===== src/rtl/kronos_dbus_bridge.sv =====
// LSU data port to Wishbone B4 classic master bridge with bus-error and timeout reporting.
// Define KRONOS_DBUS_POSTED_WRITE_EN to acknowledge stores early and report their failures on wr_fault.
module kronos_dbus_bridge #(
  parameter int unsigned TIMEOUT = 64
) (
  input  logic        clk,
  input  logic        rstz,
  input  logic [31:0] lsu_addr,
  input  logic [31:0] lsu_wr_data,
  input  logic [3:0]  lsu_mask,
  input  logic        lsu_wr_en,
  input  logic        lsu_req,
  output logic        lsu_ack,
  output logic [31:0] lsu_rd_data,
  output logic        lsu_err,
  output logic        wr_fault,
  output logic [31:0] wb_adr_o,
  output logic [31:0] wb_dat_o,
  output logic [3:0]  wb_sel_o,
  output logic        wb_we_o,
  output logic        wb_cyc_o,
  output logic        wb_stb_o,
  input  logic [31:0] wb_dat_i,
  input  logic        wb_ack_i,
  input  logic        wb_err_i
);

  typedef enum logic [1:0] {IDLE, BUS, DONE} state_t;

  localparam logic [15:0] CNT_LAST = 16'(TIMEOUT - 1);
`ifdef KRONOS_DBUS_POSTED_WRITE_EN
  localparam bit POSTED = 1'b1;
`else
  localparam bit POSTED = 1'b0;
`endif

  state_t      state_reg, state_next;
  logic [15:0] cnt_reg, cnt_next;
  logic        posted_reg, posted_next;
  logic [31:0] adr_reg, adr_next;
  logic [31:0] dat_reg, dat_next;
  logic [3:0]  sel_reg, sel_next;
  logic        we_reg, we_next;
  logic        cyc_reg, cyc_next;
  logic        ack_reg, ack_next;
  logic        err_reg, err_next;
  logic [31:0] rd_reg, rd_next;
  logic        wr_fault_reg, wr_fault_next;
  logic        bus_end;
  logic        bus_fail;

  // Address LSBs are never used: accesses are word aligned.
  logic unused_addr_lsb;
  assign unused_addr_lsb = &{1'b0, lsu_addr[1:0]};

  // A bus cycle ends on error, ack or expiry; anything other than a clean ack is a failure.
  assign bus_end  = wb_err_i || wb_ack_i || (cnt_reg == CNT_LAST);
  assign bus_fail = wb_err_i || !wb_ack_i;

  always_ff @(posedge clk or negedge rstz) begin
    if (!rstz) begin
      state_reg    <= IDLE;
      cnt_reg      <= '0;
      posted_reg   <= 1'b0;
      adr_reg      <= '0;
      dat_reg      <= '0;
      sel_reg      <= '0;
      we_reg       <= 1'b0;
      cyc_reg      <= 1'b0;
      ack_reg      <= 1'b0;
      err_reg      <= 1'b0;
      rd_reg       <= '0;
      wr_fault_reg <= 1'b0;
    end else begin
      state_reg    <= state_next;
      cnt_reg      <= cnt_next;
      posted_reg   <= posted_next;
      adr_reg      <= adr_next;
      dat_reg      <= dat_next;
      sel_reg      <= sel_next;
      we_reg       <= we_next;
      cyc_reg      <= cyc_next;
      ack_reg      <= ack_next;
      err_reg      <= err_next;
      rd_reg       <= rd_next;
      wr_fault_reg <= wr_fault_next;
    end
  end

  always_comb begin
    state_next = state_reg;
    case (state_reg)
      IDLE:    if (lsu_req) state_next = BUS;
      // A posted write has already been acknowledged, so it skips DONE.
      BUS:     if (bus_end) state_next = posted_reg ? IDLE : DONE;
      DONE:    state_next = IDLE;
      default: state_next = IDLE;
    endcase
  end

  always_comb begin
    cnt_next      = cnt_reg;
    posted_next   = posted_reg;
    adr_next      = adr_reg;
    dat_next      = dat_reg;
    sel_next      = sel_reg;
    we_next       = we_reg;
    cyc_next      = cyc_reg;
    ack_next      = 1'b0;
    err_next      = 1'b0;
    rd_next       = rd_reg;
    wr_fault_next = 1'b0;
    case (state_reg)
      IDLE: begin
        if (lsu_req) begin
          adr_next    = {lsu_addr[31:2], 2'b00};
          dat_next    = lsu_wr_data;
          sel_next    = lsu_mask;
          we_next     = lsu_wr_en;
          cyc_next    = 1'b1;
          cnt_next    = '0;
          posted_next = POSTED && lsu_wr_en;
          if (POSTED && lsu_wr_en) begin
            ack_next = 1'b1;
            rd_next  = '0;
          end
        end
      end
      BUS: begin
        if (bus_end) begin
          cyc_next    = 1'b0;
          posted_next = 1'b0;
          if (posted_reg) begin
            wr_fault_next = bus_fail;
          end else begin
            ack_next = 1'b1;
            err_next = bus_fail;
            rd_next  = (!bus_fail && !we_reg) ? wb_dat_i : 32'h0;
          end
        end else begin
          cnt_next = cnt_reg + 16'd1;
        end
      end
      default: ;
    endcase
  end

  assign wb_adr_o    = adr_reg;
  assign wb_dat_o    = dat_reg;
  assign wb_sel_o    = sel_reg;
  assign wb_we_o     = we_reg;
  assign wb_cyc_o    = cyc_reg;
  assign wb_stb_o    = cyc_reg;
  assign lsu_ack     = ack_reg;
  assign lsu_err     = err_reg;
  assign lsu_rd_data = rd_reg;
`ifdef KRONOS_DBUS_POSTED_WRITE_EN
  assign wr_fault    = wr_fault_reg;
`else
  assign wr_fault    = 1'b0;
  logic unused_wr_fault;
  assign unused_wr_fault = wr_fault_reg;
`endif

endmodule


===== config.mk =====
export PLATFORM = sky130hd
export DESIGN_NAME = kronos_dbus_bridge
export DESIGN_NICKNAME = d
export VERILOG_FILES = /design/src/rtl/kronos_dbus_bridge.sv
export SDC_FILE = /design/constraint.sdc
export NUM_CORES = 1
export LEC_CHECK = 0
export BUFFER_PORTS_ARGS = -buffer_cell sky130_fd_sc_hd__buf_2
export CAP_MARGIN = 10
export CORE_MARGIN = 8
export CORE_UTILIZATION = 30
export DETAILED_ROUTE_END_ITERATION = 8
export PLACE_DENSITY = 0.62
export REMOVE_ABC_BUFFERS = 1
export SLEW_MARGIN = 25
export SYNTH_ARGS = -nofsm -noshare
export SYNTH_HDL_FRONTEND = slang
export SYNTH_SLANG_ARGS = --single-unit

===== constraint.sdc =====
create_clock -name clk -period 2.2 [get_ports clk]
set_input_delay 0 -clock clk [delete_from_list [all_inputs] [get_ports clk]]
set_output_delay 0 -clock clk [all_outputs]
set_load 0.05 [all_outputs]

# After elaboration in Yosys (flattened, before gate mapping)
# Index checks and enable logic that the tools add are counted.
[word_totals]
regBits = 121
latchBits = 0
ram_bits = 0
rom_bits = 0
input_bits = 106
out_inout_bits = 106
word_cells = 51
memories = 0
[classes]
add_sub_neg = 1
n_mul = 0
div_mod_pow = 0
magnitude_cmp = 0
n_eq_ne = 5
shifts = 0
muxes = 19
bitwise_logic = 1
reduce_logical = 14
[op_table]
columns = ["cell", "n"]
rows = [
  ["$mux 16", 2],
  ["$mux 32", 1],
  ["$pmux 16 s2", 1],
  ["$add 16x1->16 const B", 1],
  ["$eq 16x6->1 const B", 1],
  ["$mux 1", 9],
  ["$reduce_and 3->1", 3],
  ["$mux 2", 3],
  ["$ne 2x2->1 const B", 3],
  ["$pmux 1 s2", 2],
  ["$pmux 2 s2", 1],
  ["$reduce_and 2->1", 2],
  ["$logic_not 1->1", 3],
  ["$logic_or 1x1->1", 3],
  ["$eq 2x1->1 const B", 1],
  ["$logic_not 2->1", 1],
  ["$reduce_bool 2->1", 1],
  ["$logic_and 1x1->1", 1],
  ["$not 1->1", 1],
]

# Logic depth before layout (Yosys ltp)
# Gate-level depths: netlist of run 1.
[logic_depth]
word_depth = 5
depth_mapped = 7
mapped_depth_nobuf = 6

# Worst setup path before layout of run 1
# No wires, ideal clock.
[synth_timing]
path_kind = "flip-flop to flip-flop"
from = "register cnt_reg[0]"
to = "register rd_reg[10], in the netlist lsu_rd_data[10]"
setup_time_ps = 67
arrival_ps = 1776
required_ps = 2133
setup_slack_ps = 357
path_stages_with_launch = 8
n_path_buf = 2
period_less_slack_ps = 1843
cell_sequence = "dfrtp_1 -> ha_1 -> and3_1 -> and4_1 -> buf_2 -> o31ai_4 -> buf_6 -> a22o_1"
[synth_between]
elab_chain_len = 3
[synth_rtl]
columns = ["element", "line_no", "rtl"]
rows = [
  ["start: declaration", "38", "logic [15:0] cnt_reg, cnt_next;"],
  ["start signal: assignment", "76", "cnt_reg <= cnt_next;"],
  ["$eq 16x6->1", "57", "assign bus_end = wb_err_i || wb_ack_i || (cnt_reg == CNT_LAST);"],
  ["$logic_or 1x1->1", "57", ""],
  ["$reduce_and 3->1 (no line)", "-", ""],
  ["end signal: assignment", "85", "rd_reg <= rd_next;"],
  ["end: declaration", "47", "logic [31:0] rd_reg, rd_next;"],
]
# No other way between the ends.
# A chain may end at the register's enable or synchronous reset.

# Worst setup path after layout of run 1
[layout_timing]
from = "register state_reg[0]"
to = "register cnt_reg[3]"
[layout_between]
elab_chain_len = 3
elab_cells_between_ends = 7
classes_between = "3 x eq/ne; 1 x mux; 3 x reduce/logical"
[layout_rtl]
columns = ["element", "line_no", "rtl"]
rows = [
  ["start: declaration", "37", "state_t state_reg, state_next;"],
  ["start signal: assignment", "75", "state_reg <= state_next;"],
  ["$eq 2x1->1 or $logic_not 2->1 (tied branches)", "113", "case (state_reg)"],
  ["$ne 2x2->1 (no line) or $reduce_bool 2->1 (tied branches)", "-", ""],
  ["$reduce_and 3->1 (no line)", "-", ""],
]
# Several ways; a longest one is shown, not always the timed one.

==> results of run 1 <==
## kinds of logic after synthesis
kind of cell               count (synthesis)
AOI/OAI and AO/OA                         72
other                                      1
muxes                                     68
DFF                                      120
buffers and inverters                     29
adders and majority gates                  1
and+or+nand+nor                           48
## cell type report
| type | count | area (µm²) | share of cell area |
|---|---|---|---|
| diodes | 1 | 2.50 | 0.000323 |
| clock buffers | 25 | 536 | 0.0691 |
| clock inverters | 6 | 85.1 | 0.0110 |
| inverters | 7 | 26.3 | 0.00339 |
| multi-input cells | 192 | 1660 | 0.214 |
| flip-flops and latches | 120 | 3000 | 0.387 |
| well taps | 216 | 270 | 0.0349 |
| repair buffers | 318 | 2170 | 0.280 |
## what timing repair did
item | in CTS | in global routing
hold buffers | 102 | 0
buffers inserted | 0 | 0
endpoints found under the hold margin | 149 | 0
## how the worst max path moves through the flow
stage,start,end,slack (ps),depth (start not counted)
final,state_reg[0]$_DFFE_PN0P_,cnt_reg[3]$_DFFE_PN0P_,220,5
after global routing,cnt_reg[0]$_DFFE_PN0P_,cnt_reg[13]$_DFFE_PN0P_,80,6
after CTS,state_reg[0]$_DFFE_PN0P_,cnt_reg[3]$_DFFE_PN0P_,230,5
after detailed placement,state_reg[0]$_DFFE_PN0P_,cnt_reg[5]$_DFFE_PN0P_,250,5
after global placement,state_reg[0]$_DFFE_PN0P_,cnt_reg[10]$_DFFE_PN0P_,310,5
after floorplan,state_reg[0]$_DFFE_PN0P_,cnt_reg[10]$_DFFE_PN0P_,-2130,5
## where the power goes
group	internal [W]	leakage (nW)	total, W	switching (W)
Sequential	0.00279	1.50	0.00312	0.000325
Clock	0.00190	0.303	0.00286	0.000961
Combinational	0.00112	1.93	0.00396	0.00283
Total	0.00582	3.73	0.00994	0.00412
## critical path, delay by kind of cell (launching register included)
kind                   cells  cell delay [ps]
AOI/OAI and AO/OA          3              680
and+or+nand+nor            1              450
DFF                        1              370
buffers and inverters      1              350
## routing by layer
metal | track usage | vias to the layer above | routed length, µm | part of all wire
li1 | - | 1889 | - | -
met1 | 0.151 | 2030 | 5330 | 0.36
met2 | 0.251 | 181 | 7620 | 0.52
met3 | 0.0657 | 36 | 1190 | 0.081
met4 | 0.0940 | 0 | 466 | 0.032
met5 | 0 | - | 0 | 0
## stage by stage
step	total power, W	cells
5_1_grt	0.0104	885
3_3_place_gp	0.00689	751
3_5_place_dp	0.00697	751
2_1_floorplan	0.00592	319
4_1_cts	0.0100	884
6_report	0.00994	885
## placed cells by master (no fill, tap or decap), types with 4 or more instances in the layout
cell type	n
a21oi_1	8
a22o_1	32
a31oi_1	15
buf_2	205
buf_4	8
clkbuf_16	17
clkbuf_8	8
dfrtp_1	120
dlygate4sd3_1	102
inv_1	7
mux2_2	68
nand2_1	5
nand2b_1	4
nand3_1	5
nand4_1	4
nor4_1	8
o21ai_0	5
or3_1	4
==> impl_metrics.env, run 1 <==
export IMPL_synth_edff_count=0
export IMPL_power_density_nw_per_um2=1280
export IMPL_avgSynthCellArea_um2=14.2
export IMPL_grt_usage=0.150
export IMPL_antenna_found_initial=1
export IMPL_final_core_util=0.491
export IMPL_numCtsBuffers=17
export IMPL_worstPathArrival_ps=2250
export IMPL_io_pins=212
export IMPL_synth_compound_area_frac=0.115
export IMPL_period_share=0.902
export IMPL_dieWidth_um=142
export IMPL_nets=763
export IMPL_avgViaCountPerCell=4.67
export IMPL_ys_seq_area_frac=0.626
export IMPL_synthDistinctLibCells=42
export IMPL_dpl_cell_area_um2=6110
export IMPL_synth_seq_cells=120
export IMPL_numPortBuffers=206
export IMPL_fillers=1408
export IMPL_ys_async_sr_fraction=1.00
export IMPL_slowest_stage="or3b_2"
export IMPL_stdcell_area_um2=7750
export IMPL_final_min_clock_period_ps=1980
export IMPL_synth_xor_area_share=0
export IMPL_critPathLaunchType="register"
export IMPL_hpwl_um=9460
export IMPL_grt_ovfl_total=0
export IMPL_drive_gt1_frac=0.488
export IMPL_vias=4136
export IMPL_status="completed"
export IMPL_worstMarginPinSlew_ps=654
export IMPL_synthMostInstantiatedCell="dfrtp_1"
export IMPL_ant_nets=0
export IMPL_synth_mux_area_frac=0.160
export IMPL_slew_headroom=0.564
export IMPL_clkLatencyLatePin_ps=410
export IMPL_required_ps=2460
export IMPL_hold_ws_ps=174
export IMPL_drv_cap=0
export IMPL_die_h_um=142
export IMPL_cts_tree="done"
export IMPL_synthCells=339
export IMPL_pre_cts_slack_ps=250
export IMPL_final_max_slew_violation_count=0
export IMPL_rows=46
export IMPL_dieArea_um2=20300
export IMPL_r2r_slack_ps=220
export IMPL_drcViolationCount=0
export IMPL_timing_rr_end="cnt_reg[3]$_DFFE_PN0P_"
export IMPL_grt_pass1_wl_um=23900
export IMPL_ys_top_cells_by_area="dfrtp_1 63%, mux2_2 16%, a22o_1 5.8%"
export IMPL_p_leak_nw=3.73
export IMPL_hp_class="in2async"
export IMPL_synth_top_cell_area_share=0.626
export IMPL_route_detailed_wl_per_inst_um=16.5
export IMPL_grt_max_degree=58
export IMPL_fin_skew_ps=13.0
export IMPL_worst_slack_ps=216
export IMPL_timing_rr_start="state_reg[0]$_DFFE_PN0P_"
export IMPL_crit_type="reg2reg"
export IMPL_reg2reg_depth=5
export IMPL_fmax_ghz=0.504
export IMPL_core_region_area_um2=15800
export IMPL_crit_fanout=12
export IMPL_synth_warnings=0
export IMPL_synthesis_area_um2=4800
export IMPL_dr_pass1_iters=4
export IMPL_gp_congestion=0.869
export IMPL_worstPathCellList="or3b_2, a21oi_1, o21ai_1, inv_1, a31oi_1"
export IMPL_irDropWorstVdd_mv=0.839
export IMPL_synth_common_cells="120 x dfrtp_1, 68 x mux2_2, 32 x a22o_1"
export IMPL_yosysTopAreaCell="dfrtp_1"
export IMPL_clkTransAtPathRegs_ps=50
export IMPL_cts_sinks=120
export IMPL_synth_flop_cell="dfrtp_1"
export IMPL_drt_iter0_markers=210
export IMPL_start_util=0.304
export IMPL_first_global_vias=4688
export IMPL_synth_simple_area_share=0.0634
export IMPL_rsz0062_at_grt="no"
export IMPL_finalSetupTns_ps=0
export IMPL_synth_top_family_by_area="multiplexers"
export IMPL_clock_root_buffer="clkbuf_16"
export IMPL_syn_to_final_growth_pct=61.5
export IMPL_cts_resized_gates=0
export IMPL_routed_wl_um=14600
export IMPL_critPathCaptureType="register"
export IMPL_htreeDepth=4
export IMPL_hold_violations=0
export IMPL_cpPeakStageDelay_ps=450
export IMPL_yosys_area_share_adder=0.00261
export IMPL_max_clock_path_buffers=2
export IMPL_setup_viol=0
Note: power is estimated with default switching activity, not from simulation.
==> inputs of run 2 (changes only) <==
--- a/config.mk
+++ b/config.mk
@@ -8,9 +8,9 @@
 export BUFFER_PORTS_ARGS = -buffer_cell sky130_fd_sc_hd__buf_2
 export CAP_MARGIN = 10
 export CORE_MARGIN = 8
-export CORE_UTILIZATION = 30
+export CORE_UTILIZATION = 47
 export DETAILED_ROUTE_END_ITERATION = 8
-export PLACE_DENSITY = 0.62
+export PLACE_DENSITY = 0.87
 export REMOVE_ABC_BUFFERS = 1
 export SLEW_MARGIN = 25
 export SYNTH_ARGS = -nofsm -noshare
==> run 2 against run 1 <==
Net effect: die area is 33% lower; first-iteration DRC count is 22% higher; global-route usage is 11 points higher; worst setup slack worse by 56 ps; non-clock buffer count is 1 lower; via count is 6.8% higher; clock power hardly changed; critical path depth is 1 higher; critical path type unchanged; critical endpoint is now cnt_reg[10]$_DFFE_PN0P_; largest power group unchanged.
==> impl_metrics.env, run 2 (synthesized netlist as in run 1, its figures left out) <==
export IMPL_irDropWorstVdd_mv=1.02
export IMPL_dr_pass1_iters=5
export IMPL_drcViolationCount=0
export IMPL_syn_to_final_growth_pct=59.2
export IMPL_grt_use_met3=0.0852
export IMPL_post_cts_buffers=0
export IMPL_final_max_slew_violation_count=0
export IMPL_drt_iter0_markers=256
export IMPL_holdPathStages=5
export IMPL_numCtsBuffers=17
export IMPL_cpPeakStageDelay_ps=400
export IMPL_die_h_um=117
export IMPL_final_cell_mix="205 x buf_2, 120 x dfrtp_1, 102 x dlygate4sd3_1"
export IMPL_avgViaCountPerCell=5.47
export IMPL_cts_hold_buffers_added=102
export IMPL_critPathCaptureType="register"
export IMPL_ant_nets=0
export IMPL_drv_cap=0
export IMPL_first_global_vias=4971
export IMPL_power_density_nw_per_um2=1330
export IMPL_gp_congestion=0.902
export IMPL_pre_cts_slack_ps=292
export IMPL_dieArea_um2=13700
export IMPL_numPortBuffers=206
export IMPL_clkTransAtPathRegs_ps=60
export IMPL_worst_slack_ps=160
export IMPL_grt_busiest_layer="met2"
export IMPL_routed_wl_um=17500
export IMPL_nets=762
export IMPL_setup_viol=0
export IMPL_period_share=0.927
export IMPL_grt_usage=0.258
export IMPL_fin_skew_ps=8.37
export IMPL_hp_class="in2reg"
export IMPL_stdcell_area_um2=7640
export IMPL_worstPathCellList="ha_1, and3_1, nand4_1, o21ai_1, inv_1, a31oi_1"
export IMPL_cts_resized_gates=0
export IMPL_io_pins=212
export IMPL_slew_headroom=0.460
export IMPL_grt_pass1_wl_um=26000
export IMPL_rsz0062_at_grt="no"
export IMPL_met1_usage=0.255
export IMPL_clkLatencyLatePin_ps=530
export IMPL_drive_gt1_frac=0.487
export IMPL_rows=37
export IMPL_worstPathArrival_ps=2460
export IMPL_dpl_cell_area_um2=6000
export IMPL_cts_sinks=120
export IMPL_worstMarginPinSlew_ps=811
export IMPL_antenna_found_initial=3
export IMPL_start_util=0.473
export IMPL_htreeDepth=4
export IMPL_dieWidth_um=117
export IMPL_crit_fanout=12
export IMPL_hold_violations=0
export IMPL_critPathLaunchType="register"
export IMPL_p_leak_nw=3.72
export IMPL_hpwl_um=9800
export IMPL_required_ps=2620
export IMPL_reg2reg_depth=6
export IMPL_final_min_clock_period_ps=2040
export IMPL_clock_root_buffer="clkbuf_8"
export IMPL_slowest_stage="dfrtp_1"
export IMPL_core_region_area_um2=10100
export IMPL_grt_max_degree=65
export IMPL_crit_type="reg2reg"
export IMPL_max_clock_path_buffers=2
export IMPL_vias=4417
export IMPL_fmax_ghz=0.490
export IMPL_use_met2=0.457
export IMPL_status="completed"
export IMPL_route_detailed_wl_per_inst_um=21.7
export IMPL_cts_tree="done"
export IMPL_grt_ovfl_total=0
export IMPL_final_common_cell="buf_2"
run 2: power by group:
group | internal [W] | switching (W) | leakage, nW
logic | 0.00112 | 0.00294 | 1.92
clock network | 0.00185 | 0.00104 | 0.294
registers | 0.00280 | 0.000409 | 1.50
run 2: metal layers:
layer,vias up,share of wire
met1,2182,0.33
met3,72,0.068
li1,1901,-
met2,262,0.55
met5,-,0
met4,0,0.049
run 2: final cells by class:
class                           instances  area (µm²)
Sequential cell                       120        3000
Fill cell                             573        2500
Timing Repair Buffer                  317        2160
Multi-Input combinational cell        192        1660
Clock buffer                           22         473
Tap cell                              136         170
Clock inverter                         10         140
Inverter                                7        26.3
Antenna cell                            3        7.51
run 2: critical path: cells and delay by family, from the launching register on:
family | cells | cell delay [ps]
DFF | 1 | 400
buffers and inverters | 1 | 290
AOI/OAI and AO/OA | 2 | 650
adders and majority gates | 1 | 260
and+or+nand+nor | 2 | 340
run 2: metrics by stage:
| stage | TNS (ps) | total power (W) | hold slack, ps | cells | util |
|---|---|---|---|---|---|
| floorplan | -158520 | 0.00592 | -296 | 319 | - |
| global placement | 0 | 0.00687 | 131 | 670 | 0.592 |
| detailed placement | 0 | 0.00699 | 141 | 670 | 0.592 |
| CTS | 0 | 0.0100 | 77.8 | 804 | 0.753 |
| global route | 0 | 0.0105 | 120 | 807 | 0.754 |
| finish | 0 | 0.0102 | 105 | 807 | 0.754 |
run 2: final timing paths:
path | end | slack (ps) | from
max | cnt_reg[10]$_DFFE_PN0P_ | 160 | cnt_reg[0]$_DFFE_PN0P_
min reg2reg | wb_dat_o[12]$_DFFE_PN0P_ | 500 | wb_dat_o[12]$_DFFE_PN0P_
max reg2reg | cnt_reg[10]$_DFFE_PN0P_ | 160 | cnt_reg[0]$_DFFE_PN0P_
max in group asynchronous | lsu_rd_data[2]$_DFFE_PN0P_ | 1380 | rstz
min | cnt_reg[1]$_DFFE_PN0P_ | 100 | lsu_req
min in group asynchronous | wb_adr_o[27]$_DFFE_PN0P_ | 110 | rstz
==> inputs of run 3 (changes only) <==
--- a/config.mk
+++ b/config.mk
@@ -5,12 +5,12 @@
 export SDC_FILE = /design/constraint.sdc
 export NUM_CORES = 1
 export LEC_CHECK = 0
-export BUFFER_PORTS_ARGS = -buffer_cell sky130_fd_sc_hd__buf_2
 export CAP_MARGIN = 10
 export CORE_MARGIN = 8
-export CORE_UTILIZATION = 47
+export CORE_UTILIZATION = 62
 export DETAILED_ROUTE_END_ITERATION = 8
-export PLACE_DENSITY = 0.87
+export DONT_BUFFER_PORTS = 1
+export PLACE_DENSITY = 0.85
 export REMOVE_ABC_BUFFERS = 1
 export SLEW_MARGIN = 25
 export SYNTH_ARGS = -nofsm -noshare
==> run 3 against run 2 <==
Net effect: the flow now stops in clock tree synthesis (4_1_cts); synthesized cell count is the same; area after synthesis is the same.
==> impl_metrics.env, run 3 <==
export IMPL_status="aborted with a tool error"
export IMPL_stop_stage="clock tree synthesis (4_1_cts)"
export IMPL_tool_error="[ERROR RSZ-0060] Max buffer count reached."
export IMPL_synth_common_cells="120 x dfrtp_1, 68 x mux2_2, 32 x a22o_1"
export IMPL_synth_flop_cell="dfrtp_1"
export IMPL_avgSynthCellArea_um2=14.2
export IMPL_clock_root_buffer="clkbuf_8"
export IMPL_numPortBuffers=0
export IMPL_dieWidth_um=104
export IMPL_cts_sinks=120
export IMPL_synth_top_cell_area_share=0.626
export IMPL_ys_async_sr_fraction=1.00
export IMPL_post_cts_buffers=0
export IMPL_numCtsBuffers=17
export IMPL_synthDistinctLibCells=42
export IMPL_gp_congestion=0.929
export IMPL_synth_seq_cells=120
export IMPL_pre_cts_slack_ps=269
export IMPL_synth_edff_count=0
export IMPL_hpwl_um=7990
export IMPL_ys_top_cells_by_area="dfrtp_1 63%, mux2_2 16%, a22o_1 5.8%"
export IMPL_rows=32
export IMPL_htreeDepth=4
export IMPL_synthCells=339
export IMPL_synthesis_area_um2=4800
export IMPL_synthMostInstantiatedCell="dfrtp_1"
export IMPL_max_clock_path_buffers=2
export IMPL_die_h_um=104
export IMPL_yosysTopAreaCell="dfrtp_1"
export IMPL_ys_seq_area_frac=0.626
export IMPL_start_util=0.631
export IMPL_io_pins=212
export IMPL_cts_resized_gates=0
export IMPL_synth_warnings=0
export IMPL_cts_hold_buffers_added=101
run 3: logic make-up after synthesis:
family / synth area share
flip-flops: 0.626
AO/OA/AOI/OAI: 0.115
multiplexers: 0.160
AND/OR/NAND/NOR: 0.0634
buffers and inverters: 0.0331
adder cells (fa/ha/maj): 0.00261
other: 0.000782
run 3: through the flow:
step | instance area [µm²] | utilization | instances
2_1_floorplan | 4670 | - | 319
3_3_place_gp | 4890 | 0.643 | 428
3_5_place_dp | 4890 | 0.643 | 428
==> inputs of run 4 (changes only) <==
--- a/config.mk
+++ b/config.mk
@@ -7,10 +7,10 @@
 export LEC_CHECK = 0
 export CAP_MARGIN = 10
 export CORE_MARGIN = 8
-export CORE_UTILIZATION = 62
+export CORE_UTILIZATION = 40
 export DETAILED_ROUTE_END_ITERATION = 8
 export DONT_BUFFER_PORTS = 1
-export PLACE_DENSITY = 0.85
+export PLACE_DENSITY_LB_ADDON = 0.15
 export REMOVE_ABC_BUFFERS = 1
 export SLEW_MARGIN = 25
 export SYNTH_ARGS = -nofsm -noshare
==> run 4 against run 3 <==
Net effect: the flow now finishes, with violations (negative hold slack).
==> impl_metrics.env, run 4 (synthesized netlist as in run 1, its figures left out) <==
export IMPL_cts_tree="done"
export IMPL_power_density_nw_per_um2=1410
export IMPL_final_cell_mix="120 x dfrtp_1, 101 x dlygate4sd3_1, 68 x mux2_2"
export IMPL_htreeDepth=4
export IMPL_rsz0062_at_grt="no"
export IMPL_clock_root_buffer="clkbuf_16"
export IMPL_crit_fanout=36
export IMPL_antenna_found_initial=0
export IMPL_crit_type="reg2reg"
export IMPL_hp_class="in2async"
export IMPL_core_region_area_um2=11900
export IMPL_slew_headroom=0.603
export IMPL_p_total_w=0.00933
export IMPL_fin_skew_ps=8.43
export IMPL_ant_nets=0
export IMPL_drv_cap=0
export IMPL_routed_wl_um=12500
export IMPL_dieArea_um2=15800
export IMPL_hold_ws_ps=-712
export IMPL_numPortBuffers=0
export IMPL_violations="negative hold slack"
export IMPL_clkLatencyLatePin_ps=400
export IMPL_final_min_clock_period_ps=1880
export IMPL_vias=3286
export IMPL_dr_pass1_iters=4
export IMPL_cts_hold_buffers_added=101
export IMPL_grt_max_degree=121
export IMPL_post_cts_buffers=0
export IMPL_critPathCaptureType="register"
export IMPL_worstMarginPinSlew_ps=595
export IMPL_grt_pass1_wl_um=20000
export IMPL_hpwl_um=8000
export IMPL_setup_viol=0
export IMPL_clkTransAtPathRegs_ps=60
export IMPL_drcViolationCount=0
export IMPL_nets=555
export IMPL_start_util=0.405
export IMPL_final_max_slew_violation_count=0
export IMPL_syn_to_final_growth_pct=37.8
export IMPL_p_leak_nw=2.86
export IMPL_rows=40
export IMPL_r2r_slack_ps=320
export IMPL_max_clock_path_buffers=2
export IMPL_period_share=0.856
export IMPL_grt_usage=0.161
export IMPL_required_ps=2530
export IMPL_first_global_vias=3576
export IMPL_dieWidth_um=126
export IMPL_route_detailed_wl_per_inst_um=20.6
export IMPL_cts_resized_gates=0
export IMPL_dpl_cell_area_um2=4970
export IMPL_drt_iter0_markers=129
export IMPL_drive_gt1_frac=0.260
export IMPL_cts_sinks=120
export IMPL_avgViaCountPerCell=5.40
export IMPL_final_common_cell="dfrtp_1"
export IMPL_status="finished, violations left"
export IMPL_hold_violations=120
export IMPL_finalSetupTns_ps=0
export IMPL_worstPathArrival_ps=2220
export IMPL_antenna_cells=0
export IMPL_gp_congestion=0.815
export IMPL_die_h_um=126
export IMPL_io_pins=212
export IMPL_critPathLaunchType="register"
export IMPL_stdcell_area_um2=6610
export IMPL_fmax_ghz=0.531
export IMPL_irDropWorstVdd_mv=0.722
export IMPL_numCtsBuffers=17
export IMPL_grt_ovfl_total=0
[run 4: area by class of cell]
| type | instances | area, µm² |
|---|---|---|
| well taps | 147 | 184 |
| flip-flops and latches | 120 | 3000 |
| clock buffers | 18 | 439 |
| multi-input cells | 192 | 1660 |
| repair buffers | 110 | 1100 |
| inverters | 7 | 26.3 |
| fillers | 954 | 5250 |
| clock inverters | 14 | 195 |
[run 4: metal layers]
metal	wire, µm	share of wire	track usage
met5	0	0	0
met3	804	0.064	0.0569
met1	4680	0.37	0.173
met2	6790	0.54	0.278
met4	277	0.022	0.0774
[run 4: critical path: stages (launching register included)]
cell	delay, ps
dfrtp_1	420
ha_1	270
and3_1	230
and4_1	230
o31ai_4	230
buf_12	230
a22o_1	190
[run 4: through the flow]
| stage | hold WS, ps | instances | utilization | setup WS [ps] |
|---|---|---|---|---|
| after floorplan | -296 | 319 | - | -2130 |
| after global placement | -292 | 475 | 0.419 | 360 |
| after detailed placement | -292 | 475 | 0.419 | 348 |
| after CTS | -733 | 608 | 0.557 | 317 |
| after global routing | -737 | 608 | 0.557 | 111 |
| final | -712 | 608 | 0.557 | 316 |
[run 4: final timing paths]
| check | start | endpoint | cells after the start |
|---|---|---|---|
| max in group asynchronous | rstz | wb_dat_o[24]$_DFFE_PN0P_ | 0 |
| max reg2reg | cnt_reg[0]$_DFFE_PN0P_ | lsu_rd_data[2]$_DFFE_PN0P_ | 6 |
| max | cnt_reg[0]$_DFFE_PN0P_ | lsu_rd_data[2]$_DFFE_PN0P_ | 6 |
| min reg2reg | cnt_reg[13]$_DFFE_PN0P_ | cnt_reg[13]$_DFFE_PN0P_ | 1 |
| min in group clk | wb_err_i | cnt_reg[6]$_DFFE_PN0P_ | 4 |
| min | rstz | wb_adr_o[16]$_DFFE_PN0P_ | 0 |
[run 4: power by group]
group / total [W] / leakage (nW) / switching, W / internal [W]
logic: 0.00115 / 1.06 / 0.000465 / 0.000681
registers: 0.00524 / 1.50 / 0.00249 / 0.00275
clock network: 0.00294 / 0.299 / 0.00101 / 0.00193
